==> src/rtl/fir_mac_ctrl.sv <==
// FIR MAC sequencer: owns the tap delay chain, walks the coefficient SpSram and
// times the MAC multiply/accumulate enables, then holds the result on a valid/ready port.
module fir_mac_ctrl #(
  parameter int TAPS    = 10,
  parameter int DATA_W  = 3,
  parameter int COEFF_W = 16,
  parameter int ADDR_W  = 4,
  parameter int MAC_W   = 16
) (
  input  logic                     iClk12M,
  input  logic                     iRst,
  input  logic                     iInValid,
  input  logic signed [DATA_W-1:0] iInSample,
  output logic                     oInReady,
  output logic                     oDrop,
  output logic [TAPS*DATA_W-1:0]   oDelay,
  output logic                     oCsn,
  output logic [ADDR_W-1:0]        oAddr,
  output logic                     oEnMul,
  output logic                     oEnAddAcc,
  input  logic [MAC_W-1:0]         iMac,
  output logic                     oOutValid,
  output logic [MAC_W-1:0]         oOut,
  input  logic                     iOutReady
);

  // state | meaning
  // IDLE  | waiting for a sample (only accepted once the previous result is consumed)
  // RUN   | rCnt walks 0..TAPS+2 issuing SpSram reads, multiplies, accumulates, capture
  typedef enum logic {IDLE, RUN} state_t;

  localparam int CNT_W = $clog2(TAPS + 3);
  localparam logic [CNT_W-1:0] LAST_ADDR = CNT_W'(TAPS - 1);
  localparam logic [CNT_W-1:0] MUL_FIRST = CNT_W'(1);
  localparam logic [CNT_W-1:0] MUL_LAST  = CNT_W'(TAPS);
  localparam logic [CNT_W-1:0] ACC_FIRST = CNT_W'(2);
  localparam logic [CNT_W-1:0] ACC_LAST  = CNT_W'(TAPS + 1);
  localparam logic [CNT_W-1:0] CNT_LAST  = CNT_W'(TAPS + 2);

  state_t           state, stateNext;
  logic [CNT_W-1:0] rCnt;
  logic             accept;

  // Ready depends only on registered state so there is no comb path from iOutReady.
  assign oInReady = (state == IDLE) && !oOutValid;
  assign accept   = iInValid && oInReady;

  always_ff @(posedge iClk12M) begin
    if (iRst) begin
      state     <= IDLE;
      rCnt      <= '0;
      oDelay    <= '0;
      oAddr     <= '0;
      oOut      <= '0;
      oOutValid <= 1'b0;
      oDrop     <= 1'b0;
    end else begin
      state <= stateNext;
      oDrop <= iInValid && !oInReady;
      if (oOutValid && iOutReady)
        oOutValid <= 1'b0;
      if (accept) begin
        oDelay <= {oDelay[TAPS*DATA_W-DATA_W-1:0], iInSample};
        rCnt   <= '0;
        oAddr  <= '0;
      end else if (state == RUN) begin
        if (rCnt == CNT_LAST) begin
          oOut      <= iMac;
          oOutValid <= 1'b1;
        end else begin
          rCnt <= rCnt + 1'b1;
        end
        // Address leads by one so coefficient c is on the bus during cycle c.
        if (rCnt < LAST_ADDR)
          oAddr <= ADDR_W'(rCnt + 1'b1);
      end
    end
  end

  always_comb begin
    stateNext = state;
    oCsn      = 1'b1;
    oEnMul    = 1'b0;
    oEnAddAcc = 1'b0;
    unique case (state)
      IDLE: begin
        if (accept)
          stateNext = RUN;
      end
      RUN: begin
        if (rCnt <= LAST_ADDR)
          oCsn = 1'b0;
        if (rCnt >= MUL_FIRST && rCnt <= MUL_LAST)
          oEnMul = 1'b1;
        if (rCnt >= ACC_FIRST && rCnt <= ACC_LAST)
          oEnAddAcc = 1'b1;
        if (rCnt == CNT_LAST)
          stateNext = IDLE;
      end
      default: stateNext = IDLE;
    endcase
  end

endmodule

==> config.mk <==
export PLATFORM = sky130hd
export DESIGN_NAME = fir_mac_ctrl
export DESIGN_NICKNAME = d
export VERILOG_FILES = /design/src/rtl/fir_mac_ctrl.sv
export SDC_FILE = /design/constraint.sdc
export NUM_CORES = 1
export LEC_CHECK = 0
export ABC_AREA = 1
export CAP_MARGIN = 20
export CORE_AREA = 2 2 102 104
export CTS_BUF_LIST = sky130_fd_sc_hd__clkbuf_4 sky130_fd_sc_hd__clkbuf_8 sky130_fd_sc_hd__clkbuf_16
export CTS_CLUSTER_DIAMETER = 150
export DETAILED_ROUTE_END_ITERATION = 12
export DIE_AREA = 0 0 104 106
export PLACE_DENSITY_LB_ADDON = 0.25
export SKIP_CTS_REPAIR_TIMING = 1
export SYNTH_ARGS = -nofsm -noshare
export SYNTH_HDL_FRONTEND = slang
export SYNTH_SLANG_ARGS = --single-unit
export TNS_END_PERCENT = 1
==> constraint.sdc <==
create_clock -name iClk12M -period 1.7 [get_ports iClk12M]
set_input_delay 0.34 -clock iClk12M [delete_from_list [all_inputs] [get_ports iClk12M]]
set_output_delay 0.34 -clock iClk12M [all_outputs]
set_load 0.05 [all_outputs]
---- Word level (Yosys, flattened, before mapping) ----
Index checks and enable logic that the tools add are counted.
W data, S select, Z words.
cells by class
  add/sub/neg operators ................... 1
  order comparisons ....................... 6
  equality and inequality tests ........... 1
  muxes and demuxes ....................... 13
  bitwise operators ....................... 3
  reduce and logical (&&, ||, !) cells .... 12
operators with widths
  cell                   count
  $le A4 B4 Y1 const B   3
  $mux W1                12
  $logic_and A1 B1 Y1    6
  $add A4 B1 Y4 const B  1
  $eq A4 B4 Y1 const B   1
  $ge A4 B1 Y1 const B   1
  $ge A4 B2 Y1 const B   1
  $lt A4 B4 Y1 const B   1
  $reduce_and A2 Y1      2
  $not A1 Y1             3
  $reduce_and A3 Y1      1
  $logic_not A1 Y1       2
  $pmux W1 S2            1
  $reduce_or A2 Y1       1
word-level totals
  register bits ........................... 57
  input port bits ......................... 23
  output and inout bits ................... 56
  logic and storage cells ................. 43

---- Logic depth before layout (Yosys ltp) ----
  word-level depth ........................ 5
  gate-level depth with buffers ........... 8
  depth with buffers taken out ............ 8

---- Least setup slack after synthesis ----
No wires, ideal clock.
  path type ............................... register -> output
  from .................................... register rCnt[0]
  to ...................................... output oEnMul
  arrival time ............................ 1.918 ns
  required time ........................... 1.360 ns
  slack ................................... -0.558 ns
  stages on the path, launching flop included .. 6
  buffers on the path ..................... 0
  cell sequence ........................... dfxtp_1 > inv_1 > ha_1 > inv_1 > nor3_1 > nor3_1
between the ends
  word-level cells in the longest chain between the ends .. 4
  elaborated cells on any way between the ends .. 5
  those cells by class .................... 2 x order compare; 2 x mux; 1 x reduce/logical
RTL lines
  element                                              line  source
  start: declaration                                   41    logic [CNT_W-1:0] rCnt;
  start signal: assignment                             71    rCnt <= rCnt + 1'b1;
  $ge A4 B1 Y1 / $le A4 B4 Y1 (equally long branches)  93    if (rCnt >= MUL_FIRST && rCnt <= MUL_LAST)
  $logic_and A1 B1 Y1 *                                93
  $mux W1 *                                            93
  $mux W1 *                                            85    unique case (state)
  end: declaration                                     19    output logic oEnMul,
Every way passes the cells marked *; elsewhere a longest branch is shown, timed or not.

---- Worst setup path after layout ----
  from .................................... register rCnt[1]
  to ...................................... output oCsn
between the ends
  word-level cells in the longest chain between the ends .. 3
RTL lines
  element           line  source
  $le A4 B4 Y1      91    if (rCnt <= LAST_ADDR)
  $mux W1           91
  $mux W1           85
  end: declaration  17    output logic oCsn,
No other way between the ends.

==> impl_metrics.yaml <==
sta:
  tightest_slew_ns: 0.2735
  post-route-period-util: 1.033
  fin_tns_setup_ns: -0.1035
  finalHoldViolCount: 0
  setup_viol: 2
  whs_ns: 0.4798
  report.final.slew_viol_count: 0
  clock_skew_ns: 0.007460
  fmaxAchievable_ghz: 0.5694
  layout_min_cycle_time_ns: 1.756
  relSlewSlack: 0.8174
  fin_ws_ns: -0.05623
  rsz0062_at_grt: "true"
finish:
  final_nets: 404
  drive_gt1_frac: 0.2906
  antenna_cells: 0
  post-route-util: 0.3504
  syn_to_final_growth_pct: 57.66
setup_path:
  end_kind: "output pin"
  path_class: "reg -> out"
  reg2reg_slack_ns: 0.16
  rr_startpoint: "rCnt[1]"
  cp_data_arrival_time_ns: 1.42
  crit_start: "rCnt[1]"
  endpoint: "oCsn"
  worstReg2RegEnd: "oOut[12]"
  required_ns: 1.36
  ff2ff_path_depth: 8
  crit_fanout: 4
  start_kind: "flop"
outcome:
  status: "finished with violations"
  violations: "setup timing"
clock_tree:
  cts_tree: "done"
  htreeDepth: 3
  clock_sinks: 57
  clock_latency_ns: 0.33
  ctsRootBufferMaster: "clkbuf_8"
  clk_path_buf_depth: 2
  cts-buffers-inserted: 9
  cts.clk_slew.worst_paths_ns: 0.07
drt:
  wl_per_cell_um: 11.29
  drtPass1Iterations: 4
  drcViolationCount: 0
  vias: 2070
  detail-route-antenna-nets: 0
  wl_um: 5849
  drt_iter0_drc: 63
  vias_per_cell: 3.996
synthesis:
  synthAdderAreaFrac: 0.02252
  synth_top_family_by_area: "simple AND/OR/NAND/NOR gates"
  synthesis.nets: 313
  yosys.area_share.simple: 0.2652
  ys_ff_latch: 57
  synth_mux_area_frac: 0
  synth_area_mm2: 0.002222
  synth_xor_area_frac: 0.003941
  synth_area_per_cell_um2: 7.770
  synthCells: 286
  ys_seq_area_frac: 0.5135
  synthDistinctLibCells: 23
  synth_compound_area_frac: 0.1340
  yosys_warnings: 0
place:
  dp_hpwl_um: 4007
  gp_congestion: 0.7482
  pre_cts_ws_ns: 0.08879
  port_buffers: 78
floorplan:
  die_h_um: 106
  fp-row-count: 37
  core_mm2: 0.01000
  start_util: 0.2222
  dieArea_mm2: 0.01102
  die_x_um: 104
  io_pins: 79
hold_path:
  hp-class: "reg -> reg"
global_route:
  antenna_found_initial: 0
  grt_max_degree: 32
  grt_pass1_vias: 1999
  grt_pass1_wl_um: 9439
  track_usage: 0.1075
  grt_overflow_total: 0
flow_run:
  drv_cap: 0
power:
  peakVddDrop_mv: 0.3712
  power_density_mw_per_mm2: 1043
  p_leak_nw: 1.504
## cells in the mapped netlist, drive strengths merged
cell type	count	area, um^2
nor2	111	424.2
o21ai	30	150.1
ha	4	50.05
buf	8	58.80
inv	13	48.80
o21bai	16	120.1
xor2	1	8.760
a21oi	3	15.01
nand4	2	27.53
nand2	24	97.59
a31oi	2	12.51
clkinv	1	5.000
dfxtp	57	1141
nor3	3	15.01
clkbuf	6	22.52
nand3	5	25.02
## cell type report
cell class                 instances  area [um^2]
fill                            1088         6496
sequential                        57         1147
multi-input combinational        201         1056
timing repair buffer              94        839.6
tap                              136        170.2
clock buffer                      11        145.1
clock inverter                     5        78.83
inverter                          14        66.31
## worst max-delay path, cell delays in order (launching register included)
cell     delay, ns
dfxtp_4       0.38
inv_6         0.05
ha_4          0.18
nor2_4        0.10
nor2_4        0.05
a31oi_4       0.17
buf_12        0.16
## metal layers
metal / vias up / GRT usage / routed length, um
met5: - / 0 / 0
li1: 1092 / - / -
met4: 0 / 0.04633 / 101
met3: 9 / 0.04047 / 335
met2: 45 / 0.1748 / 2667
met1: 924 / 0.1270 / 2745
## state kept, by name, indices dropped and copies added, names as in the netlist
register and flops:
oAddr 4, oDrop 1, state 1, rCnt 4, oOutValid 1, oOut 16
oDelay 30
## where the power goes
part / leakage (nW) / switching, mW / internal, mW
logic: 0.920 / 0.476 / 0.280
clock network: 0.117 / 0.553 / 0.879
registers: 0.468 / 0.0569 / 1.41
## worst min path at each step
stage | start | end | slack [ns] | cells past startpoint
floorplan | iInValid | oDrop | 0.46 | 2
global placement | rCnt[1] | rCnt[1] | 0.47 | 2
detailed placement | rCnt[1] | rCnt[1] | 0.47 | 2
CTS | rCnt[1] | rCnt[1] | 0.48 | 2
global route | oOut[8] | oOut[8] | 0.51 | 2
finish | oAddr[1] | oAddr[1] | 0.48 | 2
## kinds of logic (layout without fill, tap and decap cells)
kind of cell,after synthesis,after routing
buffers and inverters,28,124
adders and majority gates,4,4
AOI/OAI and AO/OA,51,51
DFF,57,57
xor gates and xnor gates,1,1
and+or+nand+nor,145,145
## metrics by stage
stage | area (um^2) | power (mW) | std cells
4_1_cts | 3366 | 3.677 | 515
3_3_place_gp | 3142 | 2.216 | 499
2_1_floorplan | 2240 | 1.954 | 286
3_5_place_dp | 3142 | 2.222 | 499
5_1_grt | 3503 | 3.829 | 518
6_report | 3503 | 3.653 | 518
## cells in the final DEF (no fill, tap or decap), types with 2 or more instances in the layout
master           instances
nor2_1                 108
buf_4                   65
dfxtp_1                 54
o21ai_0                 27
nand2_1                 22
clkdlybuf4s50_1         22
o21bai_1                16
clkbuf_8                10
inv_1                    8
buf_12                   6
nand3_1                  5
inv_4                    3
nor2_4                   3
nor3_4                   3
clkinv_2                 3
o21ai_1                  3
a21oi_1                  3
ha_4                     3
bufinv_16                2
dfxtp_2                  2
No activity file was read; power rests on OpenSTA's default activity.
